`src/rtl/cond_exec_unit.sv`:
```
// ============================================================================
// Module  : cond_exec_unit
// Brief   : E-stage conditional-execution sequencer. It holds NZCV, evaluates the condition,
//           gates the side effects and runs the post-branch squash.
//           Optional NV trap output enabled by defining COND_NV_TRAP_EN.
// Revision: 1.0 - initial release
// ============================================================================
`default_nettype none

module cond_exec_unit #(
  parameter int         FLUSH_CYCLES = 2,
  parameter logic [3:0] RESET_FLAGS  = 4'b0000
) (
  input  logic       CLK,
  input  logic       Reset,
  input  logic       ValidE,
  input  logic       StallE,
  input  logic [3:0] CondE,
  input  logic [1:0] FlagWriteE,
  input  logic [3:0] ALUFlags,
  input  logic       RegWriteE,
  input  logic       MemWriteE,
  input  logic       PCSrcE,
  input  logic       BranchE,
  output logic [3:0] Flags,
  output logic       CondExE,
  output logic       RegWriteG,
  output logic       MemWriteG,
  output logic       BranchTakenE,
  output logic       FlushD,
  output logic       FlushE,
  output logic       Busy,
  output logic       UndefE
);

  typedef enum logic [0:0] {
    S_RUN    = 1'b0,
    S_SQUASH = 1'b1
  } state_t;

  localparam logic [2:0] C_FLUSH_LOAD = 3'(FLUSH_CYCLES);

  state_t     state_q, state_d;
  logic [2:0] cnt_q, cnt_d;
  logic [3:0] flags_q, flags_d;
  logic       w_eff;
  logic       w_n, w_z, w_c, w_v;

  assign {w_n, w_z, w_c, w_v} = flags_q;

  always_comb begin
    CondExE = 1'b0;
    case (CondE)
      4'h0: CondExE = w_z;
      4'h1: CondExE = ~w_z;
      4'h2: CondExE = w_c;
      4'h3: CondExE = ~w_c;
      4'h4: CondExE = w_n;
      4'h5: CondExE = ~w_n;
      4'h6: CondExE = w_v;
      4'h7: CondExE = ~w_v;
      4'h8: CondExE = w_c & ~w_z;
      4'h9: CondExE = ~w_c | w_z;
      4'hA: CondExE = (w_n == w_v);
      4'hB: CondExE = (w_n != w_v);
      4'hC: CondExE = ~w_z & (w_n == w_v);
      4'hD: CondExE = w_z | (w_n != w_v);
      4'hE: CondExE = 1'b1;
      default: CondExE = 1'b0;
    endcase
  end

  assign w_eff        = ValidE & ~StallE & (state_q == S_RUN) & CondExE & ~Reset;
  assign RegWriteG    = w_eff & RegWriteE;
  assign MemWriteG    = w_eff & MemWriteE;
  assign BranchTakenE = w_eff & (BranchE | PCSrcE);
  assign Flags        = flags_q;

  // Reset forces the squash-related outputs low even while the state flop still says SQUASH.
  assign Busy   = ~Reset & (state_q == S_SQUASH);
  assign FlushD = BranchTakenE;
  assign FlushE = ~Reset & ((state_q == S_SQUASH) | BranchTakenE);

`ifdef COND_NV_TRAP_EN
  assign UndefE = ValidE & ~StallE & (state_q == S_RUN) & (CondE == 4'b1111) & ~Reset;
`else
  assign UndefE = 1'b0;
`endif

  always_comb begin
    flags_d = flags_q;
    if (w_eff && FlagWriteE[1]) flags_d[3:2] = ALUFlags[3:2];
    if (w_eff && FlagWriteE[0]) flags_d[1:0] = ALUFlags[1:0];
  end

  always_comb begin
    state_d = state_q;
    cnt_d   = cnt_q;
    case (state_q)
      S_RUN: begin
        if (BranchTakenE && (FLUSH_CYCLES > 0)) begin
          state_d = S_SQUASH;
          cnt_d   = C_FLUSH_LOAD;
        end
      end
      S_SQUASH: begin
        if (!StallE) begin
          if (cnt_q == 3'd1) begin
            state_d = S_RUN;
            cnt_d   = 3'd0;
          end else begin
            cnt_d = cnt_q - 3'd1;
          end
        end
      end
      default: begin
        state_d = S_RUN;
        cnt_d   = 3'd0;
      end
    endcase
  end

  always_ff @(posedge CLK) begin
    if (Reset) begin
      state_q <= S_RUN;
      cnt_q   <= 3'd0;
      flags_q <= RESET_FLAGS;
    end else begin
      state_q <= state_d;
      cnt_q   <= cnt_d;
      flags_q <= flags_d;
    end
  end

endmodule

`default_nettype wire
```
`config.mk`:
```
export PLATFORM = sky130hd
export DESIGN_NAME = cond_exec_unit
export DESIGN_NICKNAME = d
export VERILOG_FILES = /design/src/rtl/cond_exec_unit.sv
export SDC_FILE = /design/constraint.sdc
export NUM_CORES = 1
export LEC_CHECK = 0
export ABC_AREA = 1
export CORE_UTILIZATION = 37
export DETAILED_ROUTE_END_ITERATION = 8
export MAX_ROUTING_LAYER = met4
export PLACE_DENSITY_LB_ADDON = 0.15
export SLEW_MARGIN = 20
export SYNTH_ARGS = -nofsm -noshare
export SYNTH_HDL_FRONTEND = slang
export SYNTH_SLANG_ARGS = --single-unit
```
`constraint.sdc`:
```
create_clock -name CLK -period 1.3 [get_ports CLK]
set_input_delay 0.195 -clock CLK [delete_from_list [all_inputs] [get_ports CLK]]
set_output_delay 0.195 -clock CLK [all_outputs]
set_load 0.05 [all_outputs]
```
==> results of run 1 <==
==> synthesized netlist by cell type, types with 2 or more instances <==
| cell | n | share of area (%) |
|---|---|---|
| nand3_1 | 8 | 5.6 |
| dfxtp_1 | 8 | 23 |
| nor2_1 | 11 | 5.8 |
| nand2_1 | 36 | 19 |
| nand3_2 | 4 | 5.6 |
| ha_1 | 2 | 3.5 |
| inv_1 | 18 | 9.5 |
| a21oi_1 | 8 | 5.6 |
| nand2_2 | 3 | 2.6 |
| o21ai_0 | 3 | 2.1 |
| buf_4 | 2 | 2.1 |
| inv_2 | 4 | 2.1 |
==> report_power, final <==
part	total [mW]	switching, mW	internal (mW)
Clock	0.199	0.0932	0.106
Sequential	0.254	0.00770	0.246
Combinational	0.334	0.177	0.157
Total	0.787	0.278	0.509
==> cell type report <==
class	instances	area, µm²
timing repair buffer	47	547
sequential	8	176
clock buffer	3	22.5
multi-input combinational	84	543
fill	126	352
tap	25	31.3
inverter	23	92.6
==> cell usage in the layout (no fill, tap or decap), drive strengths merged <==
cell / count
nand3: 13
nor2: 13
xor2: 1
nor3: 2
dlygate4sd2: 4
clkbuf: 3
a21oi: 9
clkdlybuf4s50: 13
o21ai: 3
buf: 30
dfxtp: 8
conb: 1
clkinvlp: 1
nand2: 40
inv: 21
clkinv: 1
ha: 2
==> stage by stage <==
stage,setup TNS (ns),hold slack [ns]
after floorplan,-3.18,0.327
after global placement,-8.27,0.479
after detailed placement,-9.06,0.491
after CTS,-4.68,0.480
after global routing,-6.66,0.513
final,-5.33,0.488
==> how the worst max path moves through the flow <==
stage,cells past startpoint,startpoint,to,slack [ns]
after global routing,12,CondE[1],FlushD,-0.66
after CTS,12,Flags[0],FlushD,-0.54
final,12,Flags[0],FlushD,-0.57
after detailed placement,10,CondE[2],FlushE,-0.72
after floorplan,12,Flags[3],FlushD,-0.62
after global placement,10,CondE[2],FlushE,-0.67
==> flip-flops by register name, summed over array words and instances, names as in the netlist <==
register,count
cnt_q,3
Flags,4
state_q,1
==> logic make-up after synthesis <==
kind of cell             Yosys count  share of synthesized area [%]
other                              1                          0.529
XOR/XNOR                           1                           1.23
AND/OR/NAND/NOR                   68                           48.3
AO/OA/AOI/OAI                     12                           8.99
buffers and inverters             26                           14.8
flip-flops                         8                           22.6
adder cells (fa/ha/maj)            2                           3.53
==> critical path, delay by kind of cell (launching register included) <==
family / cells / cell delay [ns]
simple gates: 9 / 0.70
flops: 1 / 0.37
buf+inv: 3 / 0.35
==> per-layer routing <==
layer  global-route usage, %  wire length (µm)  vias up
met2                    43.4              1300       30
met4                    8.24                59        0
li1                        -                 -      453
met3                    4.37                77       10
met5                       -                 0        -
met1                    22.2               809      407
==> repair_timing <==
| item | CTS | global route |
|---|---|---|
| pin swaps | 2 | 3 |
| setup buffers | 4 | 1 |
| gates resized for setup | 16 | 7 |
| endpoints found under the setup margin | 15 | 16 |
==> impl_metrics.py, run 1 <==
metrics = {
    "run_status": {
        "outcome": "finished with violations",
        "violations": "negative setup slack",
    },
    "sta": {
        "grt_setup_unrepaired": "yes",
        "final-max-slew-violation-count": 0,
        "fmax_mhz": 535,
        "fin_ws_ns": -0.570,
        "setup_viol": 15,
        "clock-skew-final_ns": 0.00450,
        "final_period_minus_worst_setup_slack_ns": 1.87,
        "hold_viol": 0,
        "fin_crit_sh_pct": 144,
    },
    "synthesis": {
        "synth_warnings": 0,
        "ys_seq_area_share_pct": 22.6,
        "yosysUniqueCellTypes": 23,
        "synth_nets": 138,
        "syn_inst": 118,
        "synth_edf_count": 0,
        "async_flop_share_pct": 0,
        "synth.ff_latch_count": 8,
        "syn_area_um2": 709,
        "ys.flop_type": "dfxtp_1",
        "avgSynthCellArea_um2": 6.01,
    },
    "setup_path": {
        "crit_slowest_cell": "dfxtp_4",
        "slowest_delay_ns": 0.37,
        "r2r_cells": 15,
        "crit_type": "reg2out",
        "cp_max_fo": 3,
        "crit_chain": "inv_4, nand2_2, nand2_2, nand2_2, nand2_1, nand2_1, nand2_2, nor2_4, nand2_8, nand3_4, clkinvlp_4, buf_12",
        "setup.worst_path.end_class": "primary output",
        "crit_required_ns": 1.11,
        "start_kind": "flip-flop",
        "reg2reg_slack_ns": -0.43,
        "r2r_start": "Flags[0]",
        "crit_arrival_ns": 1.67,
        "timing.rr.end": "cnt_q[2]",
        "cp_common_cell": "nand2_2",
    },
    "floorplanning": {
        "initial_core_util_pct": 40.2,
        "die_h_um": 45.8,
        "ios": 30,
        "design.core.area_um2": 1760,
        "die-area_um2": 2100,
        "rows": 15,
        "die_x_um": 45.8,
    },
    "global_routing": {
        "grt.overflow.total": 0,
        "track_usage_pct": 22.7,
        "grt_pass1_wl_um": 3240,
        "grt_pass1_vias": 804,
        "grt_start_max_net_pins": 8,
        "antenna_found_initial": 0,
    },
    "clock_network": {
        "cts_max_level": 1,
        "hold_buffers": 0,
        "cts_sinks": 8,
        "cts.clk_slew.worst_paths_ns": 0.06,
        "clockBufferDepth": 2,
        "clock_latency_ns": 0.26,
        "cts_tree": "built",
        "root_buffer": "clkbuf_4",
        "cts_buffers": 3,
    },
    "worst_hold_path": {
        "min_path_cells": 3,
        "holdCritStartpoint": "ALUFlags[1]",
        "min_to": "Flags[1]",
        "hold_class": "in2reg",
    },
    "pwr": {
        "ir_drop_v": 0.000577,
        "p_per_area_nw_per_um2": 557,
        "p_leak_nw": 0.629,
        "fin_total_pwr_mw": 0.787,
    },
    "route": {
        "wl_per_cell_um": 11.8,
        "ant_nets": 0,
        "vias": 900,
        "via_per_inst": 4.74,
        "drcViolationCount": 0,
        "dr.pass1.iters": 4,
        "drtIter0Drc": 18,
        "wl_um": 2250,
    },
    "placed_design": {
        "dpl.cell_count": 182,
        "pre_cts_ws_ns": -0.724,
        "io_buffers": 28,
        "dpl-instance-area_um2": 1290,
        "dpl.hpwl_um": 1550,
        "gp_congestion": 0.889,
    },
    "final_layout": {
        "design_area_um2": 1410,
        "syn_to_final_growth_pct": 99.1,
        "layout-drive-gt1-share_pct": 46.1,
        "num-nets-final": 187,
        "num_antenna_cells": 0,
        "fin_cells": 190,
        "fin_util_pct": 80.1,
    },
    "flow_run": {
        "max_cap_violations": 0,
    },
}
Power figures use the tool's default switching activity.
==> inputs of run 2 (changes only) <==
GPL_TIMING_DRIVEN = 1   (was unset)
==> results of run 2 <==
Same layout as run 1: the final DEF is identical, and so are final timing and power.
==> inputs of run 3 (changes only) <==
ABC_AREA = unset   (was 1)
ABC_CLOCK_PERIOD_IN_PS = 1300   (was unset)
CORE_UTILIZATION = 38   (was 37)
CTS_BUF_LIST = sky130_fd_sc_hd__clkbuf_16   (was unset)
==> run 3 against run 2 <==
The run still ends with negative setup slack left. Die area grew 0.94%. Critical path depth is 4 lower. Sequential share of layout area down 1.1 points. Combinational power barely moved. Routed wire length grew 1.8%. Non-clock buffer count increased by 7. Global-route usage up 1.7 points. Utilization is 4.4 points higher. Via count fell by 11%. Largest power group is now clock. Highest routed layer is now met3.
==> impl_metrics.py, run 3 <==
metrics = {
    "run_status": {
        "outcome": "finished with violations",
        "violations": "negative setup slack",
    },
    "placed_design": {
        "dpl-instance-area_um2": 1310,
        "io_buffers": 28,
        "dpl.hpwl_um": 1550,
        "gp_congestion": 0.780,
    },
    "final_layout": {
        "syn_to_final_growth_pct": 103,
        "design_area_um2": 1490,
        "final.fill_count": 106,
        "fin_util_pct": 84.5,
        "regArea_um2": 170,
        "final_cell_mix": "buf_4, clkdlybuf4s50_1, buf_12",
        "num_antenna_cells": 0,
        "final_common_cell": "buf_4",
        "num-nets-final": 157,
        "layout-drive-gt1-share_pct": 47.1,
        "largest_reg_flops": 4,
        "multi_input_area_um2": 598,
    },
    "synthesis": {
        "synth_simple_gate_area_share_pct": 33.2,
        "synthTopCellsByCount": "nand2b_1, dfxtp_1, mux2i_1",
        "synth_compound_area_share_pct": 22.3,
        "synth.ff_latch_count": 8,
        "synth_most_common_cell": "nand2b_1",
        "synth.top_cells.by_area": "dfxtp_1, nand2b_1, mux2i_1",
        "synth_xor_area_share_pct": 3.57,
        "synth_edf_count": 0,
        "synth_top_cell_by_area": "dfxtp_1",
        "synth_nets": 104,
        "synthAdderAreaFrac_pct": 3.40,
        "async_flop_share_pct": 0,
        "synth_top_area_share_pct": 21.8,
        "synth.mux.area_fraction_pct": 8.16,
        "yosysUniqueCellTypes": 40,
        "ys_seq_area_share_pct": 21.8,
        "avgSynthCellArea_um2": 8.76,
        "synth_top_family_by_area": "simple AND/OR/NAND/NOR gates",
        "syn_area_um2": 736,
        "synth_warnings": 0,
        "syn_inst": 84,
        "ys.flop_type": "dfxtp_1",
    },
    "clock_network": {
        "cts_sinks": 8,
        "clockBufferDepth": 2,
        "hold_buffers": 0,
        "cts_buffers": 3,
        "root_buffer": "clkbuf_16",
        "cts.clk_slew.worst_paths_ns": 0.04,
        "cts_tree": "built",
        "cts_max_level": 1,
        "clock_latency_ns": 0.23,
    },
    "pwr": {
        "p_leak_nw": 0.639,
        "p_per_area_nw_per_um2": 747,
        "ir_drop_v": 0.000965,
    },
    "floorplanning": {
        "design.core.area_um2": 1760,
        "die_x_um": 46,
        "ios": 30,
        "rows": 15,
        "die-area_um2": 2120,
        "die_h_um": 46,
        "initial_core_util_pct": 41.7,
    },
    "route": {
        "dr_wl_met2_um": 1150,
        "wl_um": 2290,
        "via_per_inst": 4.99,
        "wl_met1_um": 987,
        "dr.pass1.iters": 4,
        "drcViolationCount": 0,
        "drtIter0Drc": 15,
        "ant_nets": 0,
        "routed-wl-met3_um": 147,
        "vias": 804,
        "highest_layer": "met3",
        "wl_per_cell_um": 14.2,
    },
    "flow_run": {
        "max_cap_violations": 0,
    },
    "worst_hold_path": {
        "hold_class": "in2reg",
        "min_path_cells": 4,
    },
    "setup_path": {
        "crit_arrival_ns": 1.93,
        "r2r_cells": 8,
        "setup.worst_path.end_class": "primary output",
        "crit_required_ns": 1.11,
        "crit_type": "reg2out",
        "start_kind": "flip-flop",
        "cp_max_fo": 4,
    },
    "sta": {
        "final_period_minus_worst_setup_slack_ns": 2.12,
        "setup_viol": 14,
        "fin_ws_ns": -0.824,
        "grt_setup_unrepaired": "yes",
        "clock-skew-final_ns": 0.00262,
        "fmax_mhz": 471,
        "fin_crit_sh_pct": 163,
        "final-max-slew-violation-count": 0,
        "hold_viol": 0,
        "tns_ns": -9.07,
    },
    "global_routing": {
        "track_usage_pct": 24.4,
        "grt.overflow.total": 0,
        "grt_start_max_net_pins": 14,
        "grt_pass1_vias": 809,
        "grt_pass1_wl_um": 3510,
        "antenna_found_initial": 0,
    },
}
-- run 3: cell types whose count changed after synthesis, moves of 3 or more --
cell / before / now
buf_2: 0 / 3
inv_1: 18 / 4
nor3b_1: 0 / 3
inv_2: 4 / 1
nand2_1: 36 / 1
nand3_1: 8 / 2
nor2_1: 11 / 4
mux2i_1: 0 / 6
nand3_2: 4 / 0
nand2b_1: 0 / 10
a21oi_1: 8 / 1
-- run 3: worst max-delay path, cell delays in order, from the launching register on --
cell     delay [ns]
dfxtp_4        0.35
buf_4          0.14
buf_4          0.14
xor2_1         0.16
nand3_1        0.09
o31ai_2        0.09
or3_4          0.40
and3_4         0.19
buf_12         0.14
-- run 3: routing by layer --
| metal | up-vias | GRT usage [%] |
|---|---|---|
| li1 | 407 | - |
| met1 | 366 | 26.5 |
| met2 | 31 | 43.1 |
| met3 | 0 | 7.14 |
| met4 | 0 | 5.29 |
| met5 | - | - |
-- run 3: what timing repair did --
item,4_1_cts,5_1_grt
gates resized for setup,13,7
endpoints found under the setup margin,15,15
pin swaps,4,6
setup buffers,3,2
-- run 3: cells by family after synthesis --
logic type,count (synthesis)
multiplexers,6
flip-flops,8
buffers and inverters,11
other,1
AND/OR/NAND/NOR,37
AO/OA/AOI/OAI,16
adder cells (fa/ha/maj),2
XOR/XNOR,3
-- run 3: final cells by class --
cell class	instances	share of cell area (%)
clock buffers	3	5.04
clock inverters	1	0.252
inverters	5	1.43
multi-input cells	65	40.1
flip-flops and latches	8	11.4
well taps	25	2.10
repair buffers	54	39.6
-- run 3: worst paths after layout --
check	startpoint	to	slack, ns
worst max register to register	Flags[3]	Flags[1]	-0.61
worst min register to register	Flags[2]	Flags[2]	0.52
worst max-delay path	Flags[3]	RegWriteG	-0.82
worst min-delay path	Reset	state_q	0.46
-- run 3: metrics by stage --
stage               setup slack [ns]  instances  total power, mW  hold WS (ns)
floorplan                     -0.820         84            0.409         0.337
global placement               -1.06        152            0.558         0.504
detailed placement             -1.10        152            0.565         0.515
CTS                           -0.856        159             1.11         0.523
global route                  -0.882        161             1.16         0.488
finish                        -0.824        161             1.11         0.459
-- run 3: power breakdown --
| part | switching (mW) | total [mW] | internal, mW |
|---|---|---|---|
| Clock | 0.122 | 0.523 | 0.401 |
| Combinational | 0.153 | 0.333 | 0.179 |
| Sequential | 0.00667 | 0.258 | 0.251 |
| Total | 0.282 | 1.11 | 0.831 |
